File: src/rtl/alu_req_sched_if.sv
// alu_req_sched_if
//   Bundles the request, shared-ALU and response signals of alu_req_sched.
//   Parameter: WIDTH - operand/result width.
//   Modports:
//     slave  - the scheduler side. It receives reqN_*, drives reqN_ready,
//              drives alu_a/alu_b/alu_ctrl, receives alu_result and the ALU
//              flags, drives resp_*, and receives resp_ready.
//     master - the surrounding side: the requesters, the ALU and the response
//              consumer.
interface alu_req_sched_if #(
  parameter int unsigned WIDTH = 64
);
  logic             req0_valid;
  logic             req0_ready;
  logic [WIDTH-1:0] req0_a;
  logic [WIDTH-1:0] req0_b;
  logic [3:0]       req0_op;

  logic             req1_valid;
  logic             req1_ready;
  logic [WIDTH-1:0] req1_a;
  logic [WIDTH-1:0] req1_b;
  logic [3:0]       req1_op;

  logic [WIDTH-1:0] alu_a;
  logic [WIDTH-1:0] alu_b;
  logic [3:0]       alu_ctrl;
  logic [WIDTH-1:0] alu_result;
  logic             alu_zero;
  logic             alu_carry;
  logic             alu_ovf;
  logic             alu_neg;

  logic             resp_valid;
  logic             resp_ready;
  logic             resp_id;
  logic [WIDTH-1:0] resp_result;
  logic [3:0]       resp_flags;
  logic             resp_err;

  modport slave (
    input  req0_valid, req0_a, req0_b, req0_op,
    output req0_ready,
    input  req1_valid, req1_a, req1_b, req1_op,
    output req1_ready,
    output alu_a, alu_b, alu_ctrl,
    input  alu_result, alu_zero, alu_carry, alu_ovf, alu_neg,
    output resp_valid, resp_id, resp_result, resp_flags, resp_err,
    input  resp_ready
  );

  modport master (
    output req0_valid, req0_a, req0_b, req0_op,
    input  req0_ready,
    output req1_valid, req1_a, req1_b, req1_op,
    input  req1_ready,
    input  alu_a, alu_b, alu_ctrl,
    output alu_result, alu_zero, alu_carry, alu_ovf, alu_neg,
    input  resp_valid, resp_id, resp_result, resp_flags, resp_err,
    output resp_ready
  );
endinterface

File: src/rtl/alu_req_sched.sv
// alu_req_sched
//   Round-robin scheduler that shares one external combinational ALU between
//   two requesters. It grants one request and latches its operands onto the
//   ALU inputs. It holds those inputs for EXEC_CYCLES cycles so the ripple
//   path can settle. It then captures the result and the flags, and returns
//   them on a valid/ready response channel tagged with the requester id.
//
//   Parameters:
//     EXEC_CYCLES - cycles the ALU inputs are held before capture (>= 1)
//     WIDTH       - operand/result width
//   Ports:
//     clk, rst - clock and synchronous active-high reset
//     bus      - alu_req_sched_if.slave (requests, ALU drive, response)
//   Optional (define ALU_REQ_SCHED_STATS_EN):
//     grant_cnt0, grant_cnt1 - saturating accepted-handshake counters
//     err_cnt                - saturating illegal-op capture counter
module alu_req_sched #(
  parameter int unsigned EXEC_CYCLES = 2,
  parameter int unsigned WIDTH       = 64
) (
  input  logic clk,
  input  logic rst,
  alu_req_sched_if.slave bus
`ifdef ALU_REQ_SCHED_STATS_EN
  ,
  output logic [15:0] grant_cnt0,
  output logic [15:0] grant_cnt1,
  output logic [15:0] err_cnt
`endif
);

  localparam int unsigned CNT_W = (EXEC_CYCLES > 1) ? $clog2(EXEC_CYCLES) : 1;
  localparam logic [CNT_W-1:0] CNT_LOAD = CNT_W'(EXEC_CYCLES - 1);

  localparam logic [3:0] OP_ADD = 4'b0000;
  localparam logic [3:0] OP_SUB = 4'b0001;
  localparam logic [3:0] OP_AND = 4'b0100;
  localparam logic [3:0] OP_OR  = 4'b0101;
  localparam logic [3:0] OP_BEQ = 4'b1010;

  typedef enum logic [1:0] {
    IDLE = 2'd0,
    EXEC = 2'd1,
    RESP = 2'd2
  } state_t;

  state_t           state;
  logic             rr_ptr;
  logic [CNT_W-1:0] exec_cnt;
  logic             op_id;
  logic             op_illegal;

  logic             grant0;
  logic             grant1;
  logic             ready0;
  logic             ready1;
  logic             hs;
  logic [WIDTH-1:0] sel_a;
  logic [WIDTH-1:0] sel_b;
  logic [3:0]       sel_op;
  logic             sel_legal;
  logic             capture;

  function automatic logic op_is_legal(input logic [3:0] op);
    case (op)
      OP_ADD, OP_SUB, OP_AND, OP_OR, OP_BEQ: op_is_legal = 1'b1;
      default:                              op_is_legal = 1'b0;
    endcase
  endfunction

  // Arbitration. When both requesters are valid, rr_ptr breaks the tie.
  always_comb begin
    grant0 = 1'b0;
    grant1 = 1'b0;
    if (bus.req0_valid && bus.req1_valid) begin
      grant0 = ~rr_ptr;
      grant1 = rr_ptr;
    end else begin
      grant0 = bus.req0_valid;
      grant1 = bus.req1_valid;
    end
  end

  // Ready is held low during reset, so a handshake is never offered that the
  // reset would then silently drop.
  always_comb begin
    ready0 = (state == IDLE) && !rst && grant0;
    ready1 = (state == IDLE) && !rst && grant1;
    hs     = ready0 || ready1;
  end

  assign bus.req0_ready = ready0;
  assign bus.req1_ready = ready1;

  always_comb begin
    sel_a  = bus.req0_a;
    sel_b  = bus.req0_b;
    sel_op = bus.req0_op;
    if (grant1) begin
      sel_a  = bus.req1_a;
      sel_b  = bus.req1_b;
      sel_op = bus.req1_op;
    end
    sel_legal = op_is_legal(sel_op);
  end

  assign capture = (state == EXEC) && (exec_cnt == '0);

  always_ff @(posedge clk) begin
    if (rst) begin
      state           <= IDLE;
      rr_ptr          <= 1'b0;
      exec_cnt        <= '0;
      op_id           <= 1'b0;
      op_illegal      <= 1'b0;
      bus.alu_a       <= '0;
      bus.alu_b       <= '0;
      bus.alu_ctrl    <= '0;
      bus.resp_valid  <= 1'b0;
      bus.resp_id     <= 1'b0;
      bus.resp_result <= '0;
      bus.resp_flags  <= '0;
      bus.resp_err    <= 1'b0;
    end else begin
      case (state)
        IDLE: begin
          if (hs) begin
            // The ALU inputs are loaded directly here and left alone
            // afterwards, so they stay stable through EXEC and keep their
            // last values in RESP and IDLE.
            bus.alu_a    <= sel_a;
            bus.alu_b    <= sel_b;
            bus.alu_ctrl <= sel_legal ? sel_op : OP_ADD;
            op_illegal   <= !sel_legal;
            op_id        <= grant1;
            rr_ptr       <= ~grant1;
            exec_cnt     <= CNT_LOAD;
            state        <= EXEC;
          end
        end
        EXEC: begin
          if (capture) begin
            bus.resp_valid <= 1'b1;
            bus.resp_id    <= op_id;
            bus.resp_err   <= op_illegal;
            if (op_illegal) begin
              bus.resp_result <= '0;
              bus.resp_flags  <= '0;
            end else begin
              bus.resp_result <= bus.alu_result;
              bus.resp_flags  <= {bus.alu_zero, bus.alu_carry, bus.alu_ovf, bus.alu_neg};
            end
            state <= RESP;
          end else begin
            exec_cnt <= exec_cnt - CNT_W'(1);
          end
        end
        RESP: begin
          if (bus.resp_ready) begin
            bus.resp_valid <= 1'b0;
            state          <= IDLE;
          end
        end
        default: state <= IDLE;
      endcase
    end
  end

`ifdef ALU_REQ_SCHED_STATS_EN
  always_ff @(posedge clk) begin
    if (rst) begin
      grant_cnt0 <= '0;
      grant_cnt1 <= '0;
      err_cnt    <= '0;
    end else begin
      if (ready0 && (grant_cnt0 != '1)) grant_cnt0 <= grant_cnt0 + 16'd1;
      if (ready1 && (grant_cnt1 != '1)) grant_cnt1 <= grant_cnt1 + 16'd1;
      if (capture && op_illegal && (err_cnt != '1)) err_cnt <= err_cnt + 16'd1;
    end
  end
`endif

endmodule

File: src/flat_wrapper.sv
// flat-port wrapper written by rule: the top's interface ports become plain ports
module alu_req_sched_flat 
#(
  parameter int unsigned EXEC_CYCLES = 2,
  parameter int unsigned WIDTH       = 64
)
  (clk, rst, bus_req0_valid, bus_req0_a, bus_req0_b, bus_req0_op, bus_req0_ready, bus_req1_valid, bus_req1_a, bus_req1_b, bus_req1_op, bus_req1_ready, bus_alu_a, bus_alu_b, bus_alu_ctrl, bus_alu_result, bus_alu_zero, bus_alu_carry, bus_alu_ovf, bus_alu_neg, bus_resp_valid, bus_resp_id, bus_resp_result, bus_resp_flags, bus_resp_err, bus_resp_ready);
  alu_req_sched_if #(.WIDTH(WIDTH)) bus_i ();
  input  logic clk;
  input  logic rst;
  input wire logic [$bits(bus_i.req0_valid)-1:0] bus_req0_valid;
  input wire logic [$bits(bus_i.req0_a)-1:0] bus_req0_a;
  input wire logic [$bits(bus_i.req0_b)-1:0] bus_req0_b;
  input wire logic [$bits(bus_i.req0_op)-1:0] bus_req0_op;
  output wire logic [$bits(bus_i.req0_ready)-1:0] bus_req0_ready;
  input wire logic [$bits(bus_i.req1_valid)-1:0] bus_req1_valid;
  input wire logic [$bits(bus_i.req1_a)-1:0] bus_req1_a;
  input wire logic [$bits(bus_i.req1_b)-1:0] bus_req1_b;
  input wire logic [$bits(bus_i.req1_op)-1:0] bus_req1_op;
  output wire logic [$bits(bus_i.req1_ready)-1:0] bus_req1_ready;
  output wire logic [$bits(bus_i.alu_a)-1:0] bus_alu_a;
  output wire logic [$bits(bus_i.alu_b)-1:0] bus_alu_b;
  output wire logic [$bits(bus_i.alu_ctrl)-1:0] bus_alu_ctrl;
  input wire logic [$bits(bus_i.alu_result)-1:0] bus_alu_result;
  input wire logic [$bits(bus_i.alu_zero)-1:0] bus_alu_zero;
  input wire logic [$bits(bus_i.alu_carry)-1:0] bus_alu_carry;
  input wire logic [$bits(bus_i.alu_ovf)-1:0] bus_alu_ovf;
  input wire logic [$bits(bus_i.alu_neg)-1:0] bus_alu_neg;
  output wire logic [$bits(bus_i.resp_valid)-1:0] bus_resp_valid;
  output wire logic [$bits(bus_i.resp_id)-1:0] bus_resp_id;
  output wire logic [$bits(bus_i.resp_result)-1:0] bus_resp_result;
  output wire logic [$bits(bus_i.resp_flags)-1:0] bus_resp_flags;
  output wire logic [$bits(bus_i.resp_err)-1:0] bus_resp_err;
  input wire logic [$bits(bus_i.resp_ready)-1:0] bus_resp_ready;
  assign bus_i.req0_valid = bus_req0_valid;
  assign bus_i.req0_a = bus_req0_a;
  assign bus_i.req0_b = bus_req0_b;
  assign bus_i.req0_op = bus_req0_op;
  assign bus_req0_ready = bus_i.req0_ready;
  assign bus_i.req1_valid = bus_req1_valid;
  assign bus_i.req1_a = bus_req1_a;
  assign bus_i.req1_b = bus_req1_b;
  assign bus_i.req1_op = bus_req1_op;
  assign bus_req1_ready = bus_i.req1_ready;
  assign bus_alu_a = bus_i.alu_a;
  assign bus_alu_b = bus_i.alu_b;
  assign bus_alu_ctrl = bus_i.alu_ctrl;
  assign bus_i.alu_result = bus_alu_result;
  assign bus_i.alu_zero = bus_alu_zero;
  assign bus_i.alu_carry = bus_alu_carry;
  assign bus_i.alu_ovf = bus_alu_ovf;
  assign bus_i.alu_neg = bus_alu_neg;
  assign bus_resp_valid = bus_i.resp_valid;
  assign bus_resp_id = bus_i.resp_id;
  assign bus_resp_result = bus_i.resp_result;
  assign bus_resp_flags = bus_i.resp_flags;
  assign bus_resp_err = bus_i.resp_err;
  assign bus_i.resp_ready = bus_resp_ready;
  alu_req_sched #(.EXEC_CYCLES(EXEC_CYCLES), .WIDTH(WIDTH)) u_core (.clk(clk), .rst(rst), .bus(bus_i));
endmodule
File: config.mk
export PLATFORM = sky130hd
export DESIGN_NAME = alu_req_sched_flat
export DESIGN_NICKNAME = d
export VERILOG_FILES = /design/src/rtl/alu_req_sched_if.sv /design/src/rtl/alu_req_sched.sv /design/src/flat_wrapper.sv
export SDC_FILE = /design/constraint.sdc
export NUM_CORES = 1
export LEC_CHECK = 0
export ABC_AREA = 1
export BUFFER_PORTS_ARGS = -buffer_cell sky130_fd_sc_hd__buf_2
export CAP_MARGIN = 20
export CORE_AREA = 2 2 213 215
export CTS_CLUSTER_SIZE = 8
export DETAILED_ROUTE_END_ITERATION = 12
export DIE_AREA = 0 0 215 217
export PLACE_DENSITY = 0.51
export SLEW_MARGIN = 15
export SYNTH_ARGS = -nofsm -noshare
export SYNTH_HDL_FRONTEND = slang
export SYNTH_SLANG_ARGS = --single-unit
File: constraint.sdc
create_clock -name clk -period 1.4 [get_ports clk]
set_input_delay 0.14 -clock clk [delete_from_list [all_inputs] [get_ports clk]]
set_output_delay 0.14 -clock clk [all_outputs]
set_load 0.02 [all_outputs]
==> metrics <==
Synth cell types 23; GR Overflow Total 0; Post-DRT Antenna Nets 0; GPL Wtd Cong roughly 0.85; Hold Fails Final Rpt 0; Crit. End Element primary output; CTS tree yes; Clock Pin Slew Worst Setup and Hold Paths approximately 0.060 ns; Fmax achieved ~560 MHz; Finished Core Util ~43%; drt first pass iters 5; R2R Setup Slk -0.32 ns; DRC viols 0; largest net degree at the start of global routing 59; P&R area growth vs syn 134%; register area share after synthesis around 50%; Slew Limit Fails 0; Clock Skews around 0.011 ns; maxcap violations 0; Peak supply drop slightly below 0.7 mV; Starting Density approximately 18%; Least-Margin Pin Slew between 0.3 and 0.4 ns; synth top area cells dfxtp_1 51%, nand2_1 13%, a31oi_1 9.8%; wire per inst about 19 um; Relative slew margins approximately four fifths; worst hold path class input port to flip-flop; Site Rows slightly below 80; critical path type flip-flop to primary output; boundary pin count ~540; final setup fails 138; Avg Inst Size Synth about 7.9 sq um; post-layout worst setup margin -0.378 ns; cell taking the most area after synthesis dfxtp_1; Slowest cell on crit path dfxtp_2; initial antenna violation count 2; GRT Util Overall a little under a fifth; Initial DRC Count 719; fin crit share 127%; Mapped Cells roughly 1,000; pwr dens 983 nW/um^2; crit path launch type flip-flop; Synth top area share about half; area post-placement 12,000 sq um; Final HPWL DP approximately 24,000 um; crit-path most repeated cell buf_12; Ys Warns 0; most common cell after layout, fill and taps aside buf_2; first-pass GRT wire length around 68,000 um; drt via density 4.72; vias in the first global route between 10,000 and 15,000; RSZ-0062 raised after global routing true; Chip Height ~220 um; CP Data Required Time 1.26 ns; Num Clock Sinks 209; worst skew pair latency around 0.56 ns; leakage 8.33 nW; clock root buffer clkbuf_16; Clock Tree Buf Depth 3; Yosys reg bits about 210; die width between 200 and 250 um; Syn Std Cell Area 8170 sq um; outcome complete, but fails checks; crit-path cells nor3_2 > buf_4 > nand2_8 > inv_4 > buf_12 > buf_12 > buf_8; Core ar. about 45,000 sq um; syn_nets approximately 1,400; fin nets 2,338; H-tree levels 1; Max FO, Critical Path 2; peak per-stage delay on the critical path ~0.32 ns; violated checks negative setup slack; Worst EP arrival 1.64 ns; via count about 12,000; DIE AREA between 40,000 and 50,000 sq um; port bufs 541; design area 19,100 sq um; final wirelength a little under 50,000 um; most frequent cells in the layout 538 x buf_2, 326 x dlygate4sd3_1, 251 x nand2_1; post-layout min period roughly 1.8 ns; layout cell share with drive strength beyond 1 a little under half; clock buffer count from CTS 30
## layout make-up
cell class / instances / area (sq um)
antenna: 1 / 2.50
clock buffer: 32 / 779
tap: 600 / 751
sequential: 209 / 4190
inverter: 16 / 72.6
timing repair buffer: 1022 / 8690
fill: 4138 / 25600
clock inverter: 1 / 8.76
multi-input combinational: 722 / 4620
## synth_stat cells
cell and n:
buf_1 6, a31oi_1 128, nor2_2 2, a211oi_1 1, buf_2 46, nand4_1 1, nand2_2 5, nor2_1 68
clkbuf_1 39, o21ai_0 4, nand3_1 138, o31ai_1 1, dfxtp_1 209, a22oi_1 59, nor3_2 1, nand2_1 292
buf_4 3, nand3b_1 6, inv_2 2, a21oi_1 14, inv_1 14, nor3_1 1, a21boi_1 1
## logic make-up (layout without fill, tap and decap cells)
logic type | count (synthesis) | after routing | share of synthesized area, %
other cells | 0 | 1 | 0
flops | 209 | 209 | 51.2
simple gates | 514 | 514 | 26.3
compound gates | 208 | 208 | 16.6
buf+inv | 110 | 1071 | 5.89
## what timing repair did
| action | CTS | global route |
|---|---|---|
| hold buffers | 326 | 0 |
| pin swaps | 48 | 102 |
| gates resized for setup | 189 | 182 |
| endpoints found under the setup margin | 179 | 204 |
| setup buffers | 39 | 8 |
| hold endpoints to repair | 200 | 0 |
| cloned | 29 | 17 |
## worst max-delay path, delay by kind of cell (launching register included)
kind	cells	cell delay, ns
buffers and inverters	5	0.54
flip-flops	1	0.32
AND/OR/NAND/NOR	2	0.20
## registers in the layout, indices dropped and copies added (netlist names)
register and cells:
u_core.bus.alu_a 64, u_core.bus.alu_b 64, u_core.bus.resp_result 64, u_core.bus.alu_ctrl 4, u_core.bus.resp_flags 4, u_core.state 2
u_core.bus.resp_err 1, u_core.bus.resp_id 1, u_core.bus.resp_valid 1, u_core.exec_cnt 1, u_core.op_id 1, u_core.op_illegal 1
u_core.rr_ptr 1
## metal layers
metal  share of wire, %  wire length, um  track usage [%]
met5                  0                0                0
met4                5.7             2800             10.6
met3                8.0             3900             4.03
met2                 50            24300             32.4
met1                 37            18000             20.2
## where the power goes
group / switching [mW] / leakage (nW) / internal (mW)
sequential: 0.317 / 1.71 / 6.40
combinational: 2.73 / 6.24 / 2.84
clock: 2.66 / 0.387 / 3.84
total: 5.70 / 8.33 / 13.1
## metrics by stage
step                      instances  power (mW)  hold WS (ns)  TNS (ns)  worst slack (ns)
after floorplan                1041        8.39         0.284         0            0.0298
after global placement         2155        9.97         0.376     -1.64           -0.0482
after detailed placement       2155        9.97         0.382     -5.28            -0.104
after CTS                      2582        18.2       0.00713    -42.02            -0.390
after global routing           2603        19.5        0.0678    -39.31            -0.434
final                          2603        18.8        0.0281    -30.52            -0.378
## final timing paths
check | from | to | cells past startpoint
max | u_core.state[1]$_SDFFE_PP0P_ | bus_req0_ready | 7
min | bus_req0_op[2] | u_core.bus.alu_ctrl[2]$_SDFFE_PP0P_ | 5
max reg2reg | u_core.state[1]$_SDFFE_PP0P_ | u_core.bus.alu_a[40]$_SDFFE_PP0P_ | 11
min reg2reg | u_core.bus.resp_err$_SDFFE_PP0P_ | u_core.bus.resp_err$_SDFFE_PP0P_ | 2
(Power assumes the default switching activity.)
